===== src/rtl/compute_dispatch_pkg.sv =====
// Shared types and header-byte layout for the compute dispatch feeder.
package dispatch_pkg;

    localparam int BYTE_W = 8;

    // Header byte: [7] dest unit, [6:4] reserved (must be zero), [3:0] opcode
    localparam int                HDR_DEST_BIT  = 7;
    localparam int                HDR_OPC_MSB   = 3;
    localparam logic [BYTE_W-1:0] HDR_RSVD_MASK = 8'h70;

    typedef enum logic [1:0] {
        HDR,
        GET_A,
        GET_B
    } state_t;

    typedef struct packed {
        logic              dest;
        logic [3:0]        opcode;
        logic [BYTE_W-1:0] a;
        logic [BYTE_W-1:0] b;
    } cmd_t;

endpackage


===== src/rtl/compute_dispatch_if.sv =====
// Pad byte stream in, two compute-unit command handshakes out, drop status.
interface compute_dispatch_if #(
    parameter int FIFO_DEPTH = 4,
    parameter int OP_W       = 8,
    parameter int DROP_W     = 4
);
    logic                          in_valid;
    logic                          in_sof;
    logic [OP_W-1:0]               in_data;
    logic                          in_ready;
    logic [3:0]                    cmd_opcode;
    logic [OP_W-1:0]               cmd_a;
    logic [OP_W-1:0]               cmd_b;
    logic                          cu0_valid;
    logic                          cu0_ready;
    logic                          cu1_valid;
    logic                          cu1_ready;
    logic [$clog2(FIFO_DEPTH):0]   fifo_count;
    logic                          err_sticky;
    logic [DROP_W-1:0]             drop_count;
    logic                          err_clr;

    modport slave (
        input  in_valid, in_sof, in_data, cu0_ready, cu1_ready, err_clr,
        output in_ready, cmd_opcode, cmd_a, cmd_b, cu0_valid, cu1_valid,
               fifo_count, err_sticky, drop_count
    );

    modport master (
        output in_valid, in_sof, in_data, cu0_ready, cu1_ready, err_clr,
        input  in_ready, cmd_opcode, cmd_a, cmd_b, cu0_valid, cu1_valid,
               fifo_count, err_sticky, drop_count
    );
endinterface


===== src/rtl/compute_dispatch_cmd_fifo.sv =====
// Synchronous command FIFO; head entry visible combinationally from storage.
// Latency: a push is visible at the head one cycle later.
// Backpressure: caller must not push when full nor pop when empty.
module cmd_fifo
    import dispatch_pkg::*;
#(
    parameter  int DEPTH = 4,
    localparam int AW    = $clog2(DEPTH)
) (
    input  logic        clk,
    input  logic        rst,
    input  logic        push,
    input  cmd_t        push_dat,
    input  logic        pop,
    output cmd_t        head_dat,
    output logic        full,
    output logic        empty,
    output logic [AW:0] count
);
    cmd_t          mem [DEPTH];
    logic [AW-1:0] wr_ptr;
    logic [AW-1:0] rd_ptr;

    // Power-of-two depth lets the pointers wrap without compare logic
    always_ff @(posedge clk) begin
        if (rst) begin
            wr_ptr <= '0;
            rd_ptr <= '0;
            count  <= '0;
        end else begin
            if (push) wr_ptr <= wr_ptr + AW'(1);
            if (pop)  rd_ptr <= rd_ptr + AW'(1);
            case ({push, pop})
                2'b10:   count <= count + (AW+1)'(1);
                2'b01:   count <= count - (AW+1)'(1);
                default: count <= count;
            endcase
        end
    end

    always_ff @(posedge clk) begin
        if (push) mem[wr_ptr] <= push_dat;
    end

    assign head_dat = mem[rd_ptr];
    assign full     = (count == (AW+1)'(DEPTH));
    assign empty    = (count == '0);

endmodule


===== src/rtl/compute_dispatch.sv =====
// Assembles 3-byte pad frames into commands and issues them in order to CU0/CU1.
// Latency: third byte accepted at cycle N -> unit valid at N+1 (empty FIFO).
// Backpressure: in_ready drops only in GET_B with FIFO full; strict head-of-line.
module compute_dispatch
    import dispatch_pkg::*;
#(
    parameter int FIFO_DEPTH = 4,
    parameter int OP_W       = BYTE_W,
    parameter int DROP_W     = 4
) (
    input logic               clk,
    input logic               rst,
    compute_dispatch_if.slave bus
);
    localparam int                CW       = $clog2(FIFO_DEPTH) + 1;
    localparam logic [DROP_W-1:0] DROP_MAX = '1;

    state_t            state_q, state_d;
    logic              dest_q;
    logic [3:0]        opc_q;
    logic [OP_W-1:0]   a_q;
    logic              accept, hdr_ok, hdr_ld, a_ld, push, pop, full, empty;
    logic [1:0]        drop_inc;
    logic              err_q;
    logic [DROP_W-1:0] drop_q;
    logic [CW-1:0]     count;
    cmd_t              push_cmd, head, last_cmd, cmd_out;

    assign accept = bus.in_valid && bus.in_ready;
    assign hdr_ok = bus.in_sof && ((bus.in_data & HDR_RSVD_MASK) == '0);

    always_ff @(posedge clk) begin
        if (rst) state_q <= HDR;
        else     state_q <= state_d;
    end

    always_comb begin
        state_d  = state_q;
        hdr_ld   = 1'b0;
        a_ld     = 1'b0;
        push     = 1'b0;
        drop_inc = 2'd0;
        if (accept) begin
            if (state_q != HDR && bus.in_sof) begin
                // Abort costs one drop; the byte is then judged as a fresh header
                drop_inc = hdr_ok ? 2'd1 : 2'd2;
                hdr_ld   = hdr_ok;
                state_d  = hdr_ok ? GET_A : HDR;
            end else begin
                case (state_q)
                    HDR: begin
                        if (hdr_ok) begin
                            hdr_ld  = 1'b1;
                            state_d = GET_A;
                        end else begin
                            drop_inc = 2'd1;
                        end
                    end
                    GET_A: begin
                        a_ld    = 1'b1;
                        state_d = GET_B;
                    end
                    GET_B: begin
                        push    = 1'b1;
                        state_d = HDR;
                    end
                    default: state_d = HDR;
                endcase
            end
        end
    end

    always_ff @(posedge clk) begin
        if (rst) begin
            dest_q <= 1'b0;
            opc_q  <= '0;
            a_q    <= '0;
        end else begin
            if (hdr_ld) begin
                dest_q <= bus.in_data[HDR_DEST_BIT];
                opc_q  <= bus.in_data[HDR_OPC_MSB:0];
            end
            if (a_ld) a_q <= bus.in_data;
        end
    end

    assign push_cmd = '{dest: dest_q, opcode: opc_q, a: a_q, b: bus.in_data};

    cmd_fifo #(.DEPTH(FIFO_DEPTH)) u_fifo (
        .clk      (clk),
        .rst      (rst),
        .push     (push),
        .push_dat (push_cmd),
        .pop      (pop),
        .head_dat (head),
        .full     (full),
        .empty    (empty),
        .count    (count)
    );

    assign pop = !empty && (head.dest ? bus.cu1_ready : bus.cu0_ready);

    // Outputs hold the last issued command while the FIFO is empty
    always_ff @(posedge clk) begin
        if (rst)      last_cmd <= '0;
        else if (pop) last_cmd <= head;
    end

    always_ff @(posedge clk) begin
        if (rst || bus.err_clr) begin
            err_q  <= 1'b0;
            drop_q <= '0;
        end else if (drop_inc != 2'd0) begin
            err_q <= 1'b1;
            if (drop_q > DROP_MAX - DROP_W'(drop_inc)) drop_q <= DROP_MAX;
            else                                       drop_q <= drop_q + DROP_W'(drop_inc);
        end
    end

    assign cmd_out        = empty ? last_cmd : head;
    assign bus.cmd_opcode = cmd_out.opcode;
    assign bus.cmd_a      = cmd_out.a;
    assign bus.cmd_b      = cmd_out.b;
    assign bus.cu0_valid  = !empty && !head.dest;
    assign bus.cu1_valid  = !empty && head.dest;
    assign bus.in_ready   = !(state_q == GET_B && full);
    assign bus.fifo_count = count;
    assign bus.err_sticky = err_q;
    assign bus.drop_count = drop_q;

endmodule

===== src/flat_wrapper.sv =====
// flat-port wrapper written by rule: the top's interface ports become plain ports
module compute_dispatch_flat import dispatch_pkg::*;
#(
    parameter int FIFO_DEPTH = 4,
    parameter int OP_W       = BYTE_W,
    parameter int DROP_W     = 4
)
  (clk, rst, bus_in_valid, bus_in_sof, bus_in_data, bus_cu0_ready, bus_cu1_ready, bus_err_clr, bus_in_ready, bus_cmd_opcode, bus_cmd_a, bus_cmd_b, bus_cu0_valid, bus_cu1_valid, bus_fifo_count, bus_err_sticky, bus_drop_count);
  compute_dispatch_if #(.FIFO_DEPTH(FIFO_DEPTH), .OP_W(OP_W), .DROP_W(DROP_W)) bus_i ();
  input logic clk;
  input logic rst;
  input wire logic [$bits(bus_i.in_valid)-1:0] bus_in_valid;
  input wire logic [$bits(bus_i.in_sof)-1:0] bus_in_sof;
  input wire logic [$bits(bus_i.in_data)-1:0] bus_in_data;
  input wire logic [$bits(bus_i.cu0_ready)-1:0] bus_cu0_ready;
  input wire logic [$bits(bus_i.cu1_ready)-1:0] bus_cu1_ready;
  input wire logic [$bits(bus_i.err_clr)-1:0] bus_err_clr;
  output wire logic [$bits(bus_i.in_ready)-1:0] bus_in_ready;
  output wire logic [$bits(bus_i.cmd_opcode)-1:0] bus_cmd_opcode;
  output wire logic [$bits(bus_i.cmd_a)-1:0] bus_cmd_a;
  output wire logic [$bits(bus_i.cmd_b)-1:0] bus_cmd_b;
  output wire logic [$bits(bus_i.cu0_valid)-1:0] bus_cu0_valid;
  output wire logic [$bits(bus_i.cu1_valid)-1:0] bus_cu1_valid;
  output wire logic [$bits(bus_i.fifo_count)-1:0] bus_fifo_count;
  output wire logic [$bits(bus_i.err_sticky)-1:0] bus_err_sticky;
  output wire logic [$bits(bus_i.drop_count)-1:0] bus_drop_count;
  assign bus_i.in_valid = bus_in_valid;
  assign bus_i.in_sof = bus_in_sof;
  assign bus_i.in_data = bus_in_data;
  assign bus_i.cu0_ready = bus_cu0_ready;
  assign bus_i.cu1_ready = bus_cu1_ready;
  assign bus_i.err_clr = bus_err_clr;
  assign bus_in_ready = bus_i.in_ready;
  assign bus_cmd_opcode = bus_i.cmd_opcode;
  assign bus_cmd_a = bus_i.cmd_a;
  assign bus_cmd_b = bus_i.cmd_b;
  assign bus_cu0_valid = bus_i.cu0_valid;
  assign bus_cu1_valid = bus_i.cu1_valid;
  assign bus_fifo_count = bus_i.fifo_count;
  assign bus_err_sticky = bus_i.err_sticky;
  assign bus_drop_count = bus_i.drop_count;
  compute_dispatch #(.FIFO_DEPTH(FIFO_DEPTH), .OP_W(OP_W), .DROP_W(DROP_W)) u_core (.clk(clk), .rst(rst), .bus(bus_i));
endmodule

===== config.mk =====
export PLATFORM = sky130hd
export DESIGN_NAME = compute_dispatch_flat
export DESIGN_NICKNAME = d
export VERILOG_FILES = /design/src/rtl/compute_dispatch_pkg.sv /design/src/rtl/compute_dispatch_if.sv /design/src/rtl/compute_dispatch_cmd_fifo.sv /design/src/rtl/compute_dispatch.sv /design/src/flat_wrapper.sv
export SDC_FILE = /design/constraint.sdc
export NUM_CORES = 1
export LEC_CHECK = 0
export ABC_CLOCK_PERIOD_IN_PS = 3400
export CORE_MARGIN = 4
export CORE_UTILIZATION = 25
export DETAILED_ROUTE_END_ITERATION = 8
export PLACE_DENSITY = 0.38
export SLEW_MARGIN = 20
export SYNTH_ARGS = -nofsm -noshare
export SYNTH_HDL_FRONTEND = slang
export SYNTH_SLANG_ARGS = --single-unit

===== constraint.sdc =====
create_clock -name clk -period 3.4 [get_ports clk]
set_input_delay 1.02 -clock clk [delete_from_list [all_inputs] [get_ports clk]]
set_output_delay 1.02 -clock clk [all_outputs]
set_load 0.03 [all_outputs]

Word level (Yosys, flattened, before mapping)
Memory sizes are Yosys's and may differ from the RTL's. A register that Yosys moved wholly into a read port is not among the register bits.
Index checks and enable logic that the tools add are counted.
- memories kept: 1
- bits of input ports: 15
- output and inout port bits: 31
- memory bits (read-only): 0
- bits in registers: 47
- latch bits: 0
- word-level logic and storage cells: 71
- RAM bits: 84
- eq/ne operators: 6
- reduce and logical (&&, ||, !) cells: 18
- divide/modulo/power cells: 0
- $lt $le $gt $ge: 1
- multiply operators: 0
- multiplexer cells: 27
- bitwise operators: 0
- add/sub/neg operators: 6
- shift operators: 0
- memory list (name ; words ; bits a word ; rd ports ; clocked after memory_dff ; wr ports ; line ; text):
    u_core.u_fifo.mem ; 4 ; 21 ; 1 ; 1 ; 1 ; compute_dispatch_cmd_fifo.sv:20 ; cmd_t mem [DEPTH];
- operators by type and width (kind ; number):
    20-bit 2-to-1 mux ; 1
    2-bit 2-to-1 mux ; 8
    1-bit 2-to-1 mux ; 15
    8-bit zero test ; 1
    1-bit logical AND ; 7
    3-bit one-hot mux with 2 select lines ; 1
    2-bit nonzero test ; 3
    2-bit by 1-bit adder with 2-bit output (second input constant) ; 2
    4-bit by 2-bit adder with 4-bit output ; 1
    2-bit by 1-bit equality test with 1-bit output (second input constant) ; 2
    2-bit equality test (second input constant) ; 2
    4-bit greater-than comparator ; 1
    4-bit 2-to-1 mux ; 1
    2-bit one-hot mux with 2 select lines ; 1
    1-bit by 3-bit subtractor with 4-bit output (first input constant) ; 1
    3-bit by 1-bit adder with 3-bit output (second input constant) ; 1
    3-bit equality test (second input constant) ; 1
    1-bit zero test ; 3
    3-bit zero test ; 1
    3-bit by 1-bit != test with 1-bit output (second input constant) ; 1
    3-bit by 1-bit subtractor with 3-bit output (second input constant) ; 1
    2-bit zero test ; 1
    2-bit AND reduction ; 1
    1-bit logical OR ; 1

Logic depth before layout (Yosys ltp)
Gate-level depths: netlist of the first run.
- depth in word-level cells: 9
- depth in mapped cells: 10
- gate-level depth less buffers: 10

By module
Synthesis of the first run repeated with hierarchy kept, for this count alone.
- cells, all modules: 344
- area, all modules: 5382.7 um2
- by module, submodules not included (module ; times used ; sequential area each (um2) ; area an instance (um2) ; cells each):
    cmd_fifo ; 1 ; 2702.6 ; 3465.8 ; 156
    compute_dispatch ; 1 ; 800.8 ; 1916.8 ; 188

Worst setup path before layout of the first run
No wires, ideal clock.
- kind: input to register
- start: in bus_in_data[4]
- end: reg u_core.drop_q[1], in the netlist u_core.bus.drop_count[1]
- cell stages on the path: 10
- path buffers: 0
- data arrival time: 2.875 ns
- required time: 3.277 ns
- setup time: 0.123 ns
- setup slack: 0.402 ns
- cell sequence: or4b_4 -> xnor2_1 -> nand2_1 -> inv_1 -> ha_1 -> inv_1 -> fa_1 -> inv_1 -> nor4_1 -> nor3_1
- longest elaborated chain between the ends: 9
- elaborated cells between the ends (all ways): 12
- those cells by class: add/sub: 2; order compare: 1; mux: 6; reduce/logical: 3
- ends and longest elaborated chain (element ; line ; text):
    start, declared ; flat_wrapper.sv:14 ; input wire logic [$bits(bus_i.in_data)-1:0] bus_in_data;
    8-bit zero test * ; compute_dispatch.sv:30 ; assign hdr_ok = bus.in_sof && ((bus.in_data & HDR_RSVD_MASK) == '0);
    1-bit logical AND * ; compute_dispatch.sv:30 ;
    1-bit 2-to-1 mux ; compute_dispatch.sv:52 ; if (hdr_ok) begin
    2-bit 2-to-1 mux ; compute_dispatch.sv:50 ; case (state_q)
    2-bit 2-to-1 mux * ; compute_dispatch.sv:44 ; if (state_q != HDR && bus.in_sof) begin
    2-bit 2-to-1 mux * ; compute_dispatch.sv:43 ; if (accept) begin
    1-bit by 3-bit subtractor with 4-bit output ; compute_dispatch.sv:115 ; if (drop_q > DROP_MAX - DROP_W'(drop_inc)) drop_q <= DROP_MAX;
    4-bit greater-than comparator ; compute_dispatch.sv:115 ;
    4-bit 2-to-1 mux ; compute_dispatch.sv:115 ;
    end signal, assigned ; compute_dispatch.sv:116 ; else drop_q <= drop_q + DROP_W'(drop_inc);
    end, declared ; compute_dispatch.sv:25 ; logic [DROP_W-1:0] drop_q;
Every way passes the cells marked *; elsewhere a longest branch is shown, timed or not.
A chain may end at the register's enable or synchronous reset.

==> summary.md, run 1 <==
| Metric | Value |
|---|---|
| Outcome | completed |
| Cts hold-fix bufs | 0 |
| Setup ws final | around 130 ps |
| Synth Flop Type | edfxtp_1 |
| CP cell instances | buf_12 -> mux4_2 -> nand2_1 -> nand2_1 -> clkdlybuf4s50_1 |
| Final setup viols | 0 |
| Postcts setup bufs | 0 |
| Row cnt | 53 |
| CTS root buf | clkbuf_16 |
| CTS H-tree depth | 4 |
| Layout cell share with drive strength beyond 1 | between 10% and 20% |
| Peak supply drop | 243.9 uV |
| Initial core utilization | 25.77% |
| IO Count | 46 |
| Syn avg cell area | about 13 sq um |
| Worst-path clk slew | around 60 ps |
| Final instance area | 0.007119 sq mm |
| Max Fanout on Critical Path | 21 |
| Largest net degree at the start of global routing | 45 |
| Worst Max-Slew Pin Slew | about 750 ps |
| Vias in the first global route | about 3400 |
| Max Cap Violations | 0 |
| FFs w/ async S/R, synth | 0% |
| Post-CTS sizing | 8 |
| Minimum clock period | 3270 ps |
| Power density over the cells | 522.9 mW/mm^2 |
| Clk_lat worst skew | about 420 ps |
| Max Buffers Root-to-Sink | 2 |
| WS Path Type | reg -> out |
| CP arrival | approximately 2300 ps |
| Critical Path RT | 2380 ps |
| Die area | between 0.02 and 0.025 sq mm |
| Register area share after synthesis | ~64% |
| Clk sinks | approximately 130 |
| Area grow syn2layout | 29.79% |
| Synthesis-stage register bit count | approximately 130 |
| HP Class | reg -> reg |
| Final cell count without fillers | 780 |
| Most common cell in the netlist | edfxtp_1 |
| Master of the slowest instance on the critical path | clkdlybuf4s50_1 |
| Via-to-Cell Ratio | around 4.4 |
| Average routed wire per standard cell | ~16 microns |
| Number of flops mapped to enable cells by yosys | 84 |
| WHS | between 400 and 500 ps |
| CTS Buf Count | 17 |
| RSZ-0062 raised after global routing | no |
| Final Slew Violations | 0 |
| Post-route ant nets | 0 |
| Final layout net count | 517 |
| Post-synthesis cell count | between 400 and 500 |
| Setup Skew | approximately 5.6 ps |
| DP Worst Slack | -113.1 ps |
| Total power | roughly 0.0037 W |
| Top cell type's share of synthesized area | about 46% |
| R2r setup slk | between 500 and 600 ps |
| Synth Warn # | 0 |
| DRT Pass-1 Iters | 8 |
| Most used cell, CP | nand2_1 |
| Via count | roughly 3400 |
| Die boundary height | between 150 and 200 microns |
| Yosys top cell by area | edfxtp_1 |
| Crit end category | output port |
| Port bufs | between 40 and 50 |
| Dpl cells | approximately 750 |
| Die width | between 150 and 200 microns |
| Yosys cell types | 40 |
| Final period utilization | 96.17% |
| GRT Overall Usage | 11.07% |
| Placeable core area | 0.02129 sq mm |
| Post-route DRC | 0 |
| Hpwl dp | 8229 microns |
| Initial antenna violation count | 0 |
| Post-placement cell area | about 0.0065 sq mm |
| Routed WL | 12620 microns |
| Max Freq | 0.3058 GHz |
| First-pass GRT wire length | 20110 microns |
| GPL Wtd Cong | about 0.78 |
| Area of the mapped netlist | around 0.0055 sq mm |
| Worst setup SP type | register |
| Lkg Pwr | between 2 and 3 nW |
| Number of diodes | 0 |
| Remaining Overflow, GRT | 0 |
| DRT iter0 DRCs | between 150 and 200 |
| Top post-synthesis cells by area | edfxtp_1 (46%), dfxtp_1 (18%), mux4_2 (8.6%) |
| Relative slew slack | 49.61% |
| Net count after synthesis | 447 |
| CTS tree | done |
| Max incr delay on CP | around 580 ps |
| Final Hold Viols | 0 |
| Top cells by count, synth | edfxtp_1 (84), nand2_1 (64), dfxtp_1 (49) |
-- layout make-up --
class	count	area, sq um
Fill cell	2052	14170
Sequential cell	133	3505
Multi-Input combinational cell	251	1843
Timing Repair Buffer	75	753.2
Clock buffer	18	439.2
Tap cell	275	344.1
Clock inverter	14	182.7
Inverter	14	52.55
-- state kept, by name, summed over array words and instances, names as in the netlist, named ones only --
| signal | flops |
|---|---|
| u_core.u_fifo.mem | 84 |
| u_core.last_cmd | 20 |
| u_core.a_q | 8 |
| u_core.bus.drop_count | 4 |
| u_core.opc_q | 4 |
| u_core.u_fifo.count | 3 |
| u_core.state_q | 2 |
| u_core.u_fifo.rd_ptr | 2 |
| u_core.u_fifo.wr_ptr | 2 |
| u_core.bus.err_sticky | 1 |
| u_core.dest_q | 1 |
-- routing by layer --
metal / vias up / track usage, % / part of all wire, %
li1: 1673 / - / -
met3: 12 / 3.190 / 4.0
met2: 72 / 16.98 / 47
met5: - / 0 / 0
met1: 1687 / 14.77 / 48
met4: 0 / 4.463 / 1.5
-- worst max-delay path: cells and delay by family, from the launching register on --
family | cells | cell delay [ps]
flip-flops | 1 | 350
buffers and inverters | 2 | 810
multiplexers | 1 | 540
AND/OR/NAND/NOR | 2 | 130
-- stage by stage --
step                      setup TNS (ps)  utilization (%)
after floorplan                        0                -
after global placement            -253.1            30.40
after detailed placement          -163.2            30.40
after CTS                              0            33.30
after global routing                   0            33.45
final                                  0            33.45
-- kinds of logic after synthesis --
kind of cell	Yosys count	synth area share (%)
compound gates	65	7.049
simple gates	134	11.25
flops	133	63.87
fa+ha+maj	10	2.555
xor+xnor	4	0.6388
buf+inv	38	2.737
mux	38	11.91
-- power by group --
part	switching, W	total, W	internal [W]	leakage (nW)
logic	0.0000551	0.0000943	0.0000393	1.21
registers	0.00000342	0.00171	0.00171	1.18
clock network	0.000679	0.00192	0.00124	0.297
-- placed cells by master, fill, tap and decap left out, types with 5 or more instances in the layout --
master | netlist | layout
edfxtp_1 | 84 | 84
nand2_1 | 64 | 64
dfxtp_1 | 49 | 48
a21oi_1 | 32 | 32
buf_4 | 0 | 26
nor2_1 | 25 | 25
clkdlybuf4s50_1 | 0 | 23
o21ai_0 | 22 | 22
mux4_2 | 21 | 21
nand3_1 | 20 | 20
clkbuf_16 | 0 | 17
mux2i_1 | 15 | 15
inv_1 | 14 | 14
dlymetal6s2s_1 | 0 | 12
ha_1 | 8 | 8
dlygate4sd2_1 | 0 | 7
and2_1 | 5 | 5
buf_12 | 0 | 5
-- final timing paths --
| kind | to | depth (start not counted) | start |
|---|---|---|---|
| setup / recovery | bus_cmd_a[2] | 5 | register |
| hold / removal | u_core.bus.err_sticky$_SDFFE_PP0P_ | 2 | u_core.bus.err_sticky$_SDFFE_PP0P_ |
| setup reg to reg | u_core.u_fifo.count[2]$_SDFFE_PP0P_ | 10 | register |
| hold reg to reg | u_core.bus.err_sticky$_SDFFE_PP0P_ | 2 | u_core.bus.err_sticky$_SDFFE_PP0P_ |
No activity file was read; power rests on OpenSTA's default activity.
==> inputs of run 2 (changes only) <==
--- a/config.mk
+++ b/config.mk
@@ -9,6 +9,8 @@
 export CORE_MARGIN = 4
 export CORE_UTILIZATION = 25
 export DETAILED_ROUTE_END_ITERATION = 8
+export HOLD_SLACK_MARGIN = 0.1
+export MAX_ROUTING_LAYER = met4
 export PLACE_DENSITY = 0.38
 export SLEW_MARGIN = 20
 export SYNTH_ARGS = -nofsm -noshare
==> constraint.sdc (replaced) <==
create_clock -name clk -period 3.4 [get_ports clk]
set_input_delay 0.68 -clock clk [delete_from_list [all_inputs] [get_ports clk]]
set_output_delay 0.68 -clock clk [all_outputs]
set_load 0.03 [all_outputs]
==> summary.md, run 2 (synthesized netlist as in run 1, its figures left out) <==
| Metric | Value |
|---|---|
| Outcome | completed (unchanged) |
| HP Class | reg -> reg (unchanged) |
| Fill count | 2093 (was 2052) |
| Met1 Use GR | 15.18% (was 14.77%) |
| Worst-path clk slew | 60 ps (about the same) |
| Lkg Pwr | 2.348 nW (was 2.685 nW) |
| Final Hold Viols | 0 (unchanged) |
| Via count | 3427 (was 3444) |
| Clk sinks | 133 (unchanged) |
| Power density over the cells | 536.2 mW/mm^2 (was 522.9 mW/mm^2) |
| Total power | 0.003735 W (was 0.003723 W) |
| Final period utilization | 92.40% (was 96.17%) |
| Postcts setup bufs | 0 (unchanged) |
| Vias in the first global route | 3323 (was 3449) |
| DRT Pass-1 Iters | 4 (was 8) |
| Critical Path RT | 2720 ps (was 2380 ps) |
| Remaining Overflow, GRT | 0 (unchanged) |
| Hpwl dp | 8157 microns (was 8229 microns) |
| Average routed wire per standard cell | 16.53 microns (was 16.18 microns) |
| Max Buffers Root-to-Sink | 2 (unchanged) |
| CTS Buf Count | 17 (unchanged) |
| Top Registers | u_core.u_fifo.mem (84), u_core.last_cmd (20), u_core.a_q (8) (unchanged) |
| GRT busiest layer | met2 (unchanged) |
| Commonest non-fill, non-tap cell in the layout | edfxtp_1 (unchanged) |
| WS Path Type | reg -> out (unchanged) |
| Post-route ant nets | 0 (unchanged) |
| Final layout net count | 506 (was 517) |
| Worst setup SP type | register (unchanged) |
| Clk_lat worst skew | 420 ps (about the same) |
| Initial core utilization | 25.77% (unchanged) |
| Worst r2r dst | u_core.u_fifo.count[2]$_SDFFE_PP0P_ (unchanged) |
| CTS tree | done (unchanged) |
| R2r setup slk | 570 ps (was 550 ps) |
| Row cnt | 53 (unchanged) |
| Placeable core area | 0.02129 sq mm (unchanged) |
| Crit end category | output port (unchanged) |
| Post-CTS sizing | 0 (was 8) |
| Via-to-Cell Ratio | 4.456 (was 4.415) |
| R2R cell count | 10 (unchanged) |
| IO Count | 46 (unchanged) |
| RSZ-0062 raised after global routing | no (unchanged) |
| GRT Overall Usage | 11.30% (was 11.07%) |
| Max reg flops | 84 (unchanged) |
| M3 GR Usage | 3.107% (was 3.190%) |
| Max Freq | 0.3183 GHz (was 0.3058 GHz) |
| Layout cell share with drive strength beyond 1 | 14.98% (was 18.42%) |
| Setup Skew | 6.255 ps (was 5.556 ps) |
| DRT iter0 DRCs | 214 (was 169) |
| Die boundary height | 156.1 microns (unchanged) |
| GPL Wtd Cong | 0.7794 (was 0.7766) |
| Hold EP | u_core.bus.err_sticky$_SDFFE_PP0P_ (unchanged) |
| Peak supply drop | 233.0 uV (was 243.9 uV) |
| Max Fanout on Critical Path | 9 (was 21) |
| Initial antenna violation count | 0 (unchanged) |
| Post-route DRC | 0 (unchanged) |
| Met2 usage | 16.26% (was 16.98%) |
| Minimum clock period | 3142 ps (was 3270 ps) |
| Die width | 156.1 microns (unchanged) |
| Max Cap Violations | 0 (unchanged) |
| Number of diodes | 0 (unchanged) |
| Top reg by flops | u_core.u_fifo.mem (unchanged) |
| Largest net degree at the start of global routing | 45 (unchanged) |
| Final Slew Violations | 0 (unchanged) |
| Port bufs | 45 (unchanged) |
| Worst Max-Slew Pin Slew | 852.3 ps (was 749.5 ps) |
| First-pass GRT wire length | 19870 microns (was 20110 microns) |
| CTS H-tree depth | 4 (unchanged) |
| Relative slew slack | 42.69% (was 49.61%) |
| Hold Path Depth | 2 (unchanged) |
| CTS root buf | clkbuf_16 (unchanged) |
| Routed WL | 12710 microns (was 12620 microns) |
| Die area | 0.02438 sq mm (unchanged) |
| Final setup TNS | 0 ps (unchanged) |
| CP arrival | 2460 ps (was 2250 ps) |
| Most frequent cells in the layout | edfxtp_1 (84), nand2_1 (64), dfxtp_1 (49), clkdlybuf4s50_1 (44), a21oi_1 (32) (was edfxtp_1 (84), nand2_1 (64), dfxtp_1 (48), a21oi_1 (32), buf_4 (26)) |
| Cts hold-fix bufs | 0 (unchanged) |
| Hold Startpoint | u_core.bus.err_sticky$_SDFFE_PP0P_ (unchanged) |
| Final setup viols | 0 (unchanged) |
| Area grow syn2layout | 26.98% (was 29.79%) |
==> run 2: changes by cell type in the layout (fill, tap and decap cells not counted), moves of 2 or more <==
cell             before  now
clkbuf_1              0    4
clkinv_2              3    1
clkdlybuf4s50_1      23   44
buf_4                26   18
dlygate4sd2_1         7    0
buf_12                5    1
dlymetal6s2s_1       12    0
==> run 2: where the power goes <==
| group | switching, W | internal (W) |
|---|---|---|
| logic | 0.0000546 | 0.0000357 |
| clock network | 0.000643 | 0.00129 |
| registers | 0.00000347 | 0.00171 |
==> run 2: metrics by stage <==
stage                     area, sq um  cells  hold WS [ps]  setup slack (ps)  util, %
after global routing             6965    769         492.5             116.9    32.72
after detailed placement         6344    737         464.9             148.4    29.80
after floorplan                  5485    422         454.2             741.8        -
after CTS                        6965    769         474.1             153.0    32.72
final                            6965    769         468.6             258.5    32.72
after global placement           6344    737         449.6             147.2    29.80
==> run 2: worst max path at each step <==
stage | startpoint | to | slack, ps | cells after the start
2_1_floorplan | bus_in_data[4] | u_core.bus.drop_count[1]$_SDFFE_PP0P_ | 740 | 10
3_3_place_gp | bus_in_sof | u_core.bus.drop_count[1]$_SDFFE_PP0P_ | 150 | 11
3_5_place_dp | bus_in_sof | u_core.bus.drop_count[1]$_SDFFE_PP0P_ | 150 | 11
4_1_cts | register | bus_cmd_b[0] | 150 | 5
5_1_grt | register | bus_cmd_b[0] | 120 | 5
6_report | register | bus_cmd_b[0] | 260 | 5
==> run 2: worst max-delay path, stage by stage (launching register included) <==
cell and delay (ps):
dfxtp_1 630, buf_4 290, mux4_2 380, nand2_1 90, nand2_1 60, clkdlybuf4s50_1 590
==> run 2: layout make-up <==
class	instances	area [sq um]	area share, %
Sequential cell	133	3503	50.30
Timing Repair Buffer	64	600.6	8.622
Clock buffer	21	440.4	6.323
Tap cell	275	344.1	4.940
Inverter	14	52.55	0.7544
Multi-Input combinational cell	251	1843	26.46
Clock inverter	11	181.4	2.605
==> run 2: per-layer routing <==
metal / vias up / share of wire (%) / wire, microns
met5: - / 0 / 0
met2: 70 / 45 / 5758
li1: 1656 / - / -
met4: 0 / 1.7 / 215
met3: 18 / 4.0 / 513
met1: 1683 / 49 / 6221
==> inputs of run 3 (changes only) <==
--- a/config.mk
+++ b/config.mk
@@ -10,7 +10,6 @@
 export CORE_UTILIZATION = 25
 export DETAILED_ROUTE_END_ITERATION = 8
 export HOLD_SLACK_MARGIN = 0.1
-export MAX_ROUTING_LAYER = met4
 export PLACE_DENSITY = 0.38
 export SLEW_MARGIN = 20
 export SYNTH_ARGS = -nofsm -noshare
==> summary.md, run 3 (synthesized netlist as in run 1, its figures left out) <==
| Metric | Value |
|---|---|
| Outcome | completed (unchanged) |
| Max Freq | 0.3185 GHz (was 0.3183 GHz) |
| First-pass GRT wire length | 19870 microns (about the same) |
| Sw Pwr | 0.0007008 W (about the same) |
| Hpwl dp | 8157 microns (unchanged) |
| Final setup viols | 0 (unchanged) |
| Hold EP | u_core.bus.err_sticky$_SDFFE_PP0P_ (unchanged) |
| Worst setup SP type | register (unchanged) |
| Via count | 3426 (was 3427) |
| Remaining Overflow, GRT | 0 (unchanged) |
| CP arrival | 2460 ps (about the same) |
| Pint | 0.003034 W (about the same) |
| Vias in the first global route | 3340 (was 3323) |
| Post-route DRC | 0 (unchanged) |
| Final period utilization | 92.35% (was 92.40%) |
| WS Path Type | reg -> out (unchanged) |
| Lkg Pwr | 2.348 nW (unchanged) |
| Max Cap Violations | 0 (unchanged) |
| Die area | 0.02438 sq mm (unchanged) |
| Switching portion of total power | 18.76% (about the same) |
| Crit end category | output port (unchanged) |
| Final Hold Viols | 0 (unchanged) |
| Top Registers | u_core.u_fifo.mem (84), u_core.last_cmd (20), u_core.a_q (8) (unchanged) |
| Via-to-Cell Ratio | 4.455 (was 4.456) |
| Final Slew Violations | 0 (unchanged) |
| Number of diodes | 0 (unchanged) |
| Worst Max-Slew Pin Slew | 852.3 ps (about the same) |
| CTS tree | done (unchanged) |
| Final Util | 32.72% (unchanged) |
| Relative slew slack | 42.69% (about the same) |
| Power density over the cells | 536.2 mW/mm^2 (about the same) |
| Die width | 156.1 microns (unchanged) |
| Placeable core area | 0.02129 sq mm (unchanged) |
| Top reg by flops | u_core.u_fifo.mem (unchanged) |
| Most frequent cells in the layout | edfxtp_1 (84), nand2_1 (64), dfxtp_1 (49), clkdlybuf4s50_1 (44), a21oi_1 (32) (unchanged) |
| IO Count | 46 (unchanged) |
| HP Class | reg -> reg (unchanged) |
| Routed WL | 12720 microns (was 12710 microns) |
| Clk_lat worst skew | 420 ps (about the same) |
| GRT Overall Usage | 10.95% (was 11.30%) |
| Final layout net count | 506 (unchanged) |
| Largest net degree at the start of global routing | 45 (unchanged) |
| Clk sinks | 133 (unchanged) |
| Post-route ant nets | 0 (unchanged) |
| CTS H-tree depth | 4 (unchanged) |
| Hold Startpoint | u_core.bus.err_sticky$_SDFFE_PP0P_ (unchanged) |
| Worst r2r dst | u_core.u_fifo.count[2]$_SDFFE_PP0P_ (unchanged) |
| Sequential power share | 45.8% (about the same) |
| Worst-path clk slew | 60 ps (about the same) |
| Hold Path Depth | 2 (unchanged) |
| Initial antenna violation count | 0 (unchanged) |
| Initial core utilization | 25.77% (unchanged) |
| Clock network fraction of design power | 51.8% (was 51.7%) |
| Port bufs | 45 (unchanged) |
| Final setup TNS | 0 ps (unchanged) |
| R2r setup slk | 550 ps (was 570 ps) |
| Max reg flops | 84 (unchanged) |
| Layout cell share with drive strength beyond 1 | 14.98% (unchanged) |
| CTS Buf Count | 17 (unchanged) |
| Critical Path RT | 2720 ps (about the same) |
| DRT Pass-1 Iters | 4 (unchanged) |
| Die boundary height | 156.1 microns (unchanged) |
| DRT iter0 DRCs | 216 (was 214) |
| Max Buffers Root-to-Sink | 2 (unchanged) |
| Minimum clock period | 3140 ps (was 3142 ps) |
| R2R cell count | 10 (unchanged) |
| Post-CTS sizing | 0 (unchanged) |
| Setup Skew | 8.419 ps (was 6.255 ps) |
| Peak supply drop | 230.3 uV (was 233.0 uV) |
| CTS root buf | clkbuf_16 (unchanged) |
| Area grow syn2layout | 26.98% (unchanged) |
| Cts hold-fix bufs | 0 (unchanged) |
| Row cnt | 53 (unchanged) |
| Logic gate share of total power | 2.4% (about the same) |
| RSZ-0062 raised after global routing | no (unchanged) |
| Postcts setup bufs | 0 (unchanged) |
| Average routed wire per standard cell | 16.54 microns (was 16.53 microns) |
| Commonest non-fill, non-tap cell in the layout | edfxtp_1 (unchanged) |
| Max Fanout on Critical Path | 9 (unchanged) |
| GPL Wtd Cong | 0.7691 (was 0.7794) |
[run 3: worst max-delay path by stage]
stage	from	to	slack (ps)	cells past startpoint
finish	register	bus_cmd_b[0]	260	5
global route	register	bus_cmd_b[0]	120	5
CTS	register	bus_cmd_b[0]	150	5
detailed placement	bus_in_sof	u_core.bus.drop_count[1]$_SDFFE_PP0P_	150	11
global placement	bus_in_sof	u_core.bus.drop_count[1]$_SDFFE_PP0P_	150	11
floorplan	bus_in_data[4]	u_core.bus.drop_count[1]$_SDFFE_PP0P_	740	10
[run 3: power groups by stage]
stage | logic, W | registers, W | clock network (W)
2_1_floorplan | 0.0000389 | 0.00175 | 0
3_3_place_gp | 0.0000911 | 0.00175 | 0
3_5_place_dp | 0.0000924 | 0.00175 | 0
4_1_cts | 0.0000925 | 0.00171 | 0.00200
5_1_grt | 0.000100 | 0.00171 | 0.00207
6_report | 0.0000903 | 0.00171 | 0.00193
[run 3: layout make-up]
type	instances	area, sq um
inverters	14	52.55
well taps	275	344.1
clock inverters	11	181.4
flip-flops and latches	133	3503
multi-input cells	251	1843
fillers	2093	14320
repair buffers	64	600.6
clock buffers	21	440.4
[run 3: per-stage QoR]
step                      area [sq um]  setup WS [ps]  hold slack [ps]  cells  total power [W]
after floorplan                   5485          741.8            454.2    422         0.001787
after global placement            6344          147.2            449.6    737         0.001836
after detailed placement          6344          148.4            464.9    737         0.001838
after CTS                         6965          153.0            474.1    769         0.003800
after global routing              6965          121.1            492.5    769         0.003878
final                             6965          260.3            468.6    769         0.003735
[run 3: per-layer routing]
layer | routed length, microns | vias to the layer above | track usage (%)
li1 | - | 1652 | -
met1 | 6215 | 1698 | 15.11
met2 | 5769 | 60 | 16.34
met3 | 496 | 16 | 2.635
met4 | 242 | 0 | 4.959
met5 | 0 | - | 0
[run 3: critical path, stage by stage, from the launching register on]
cell and delay (ps):
dfxtp_1 630, buf_4 290, mux4_2 370, nand2_1 90, nand2_1 60, clkdlybuf4s50_1 590
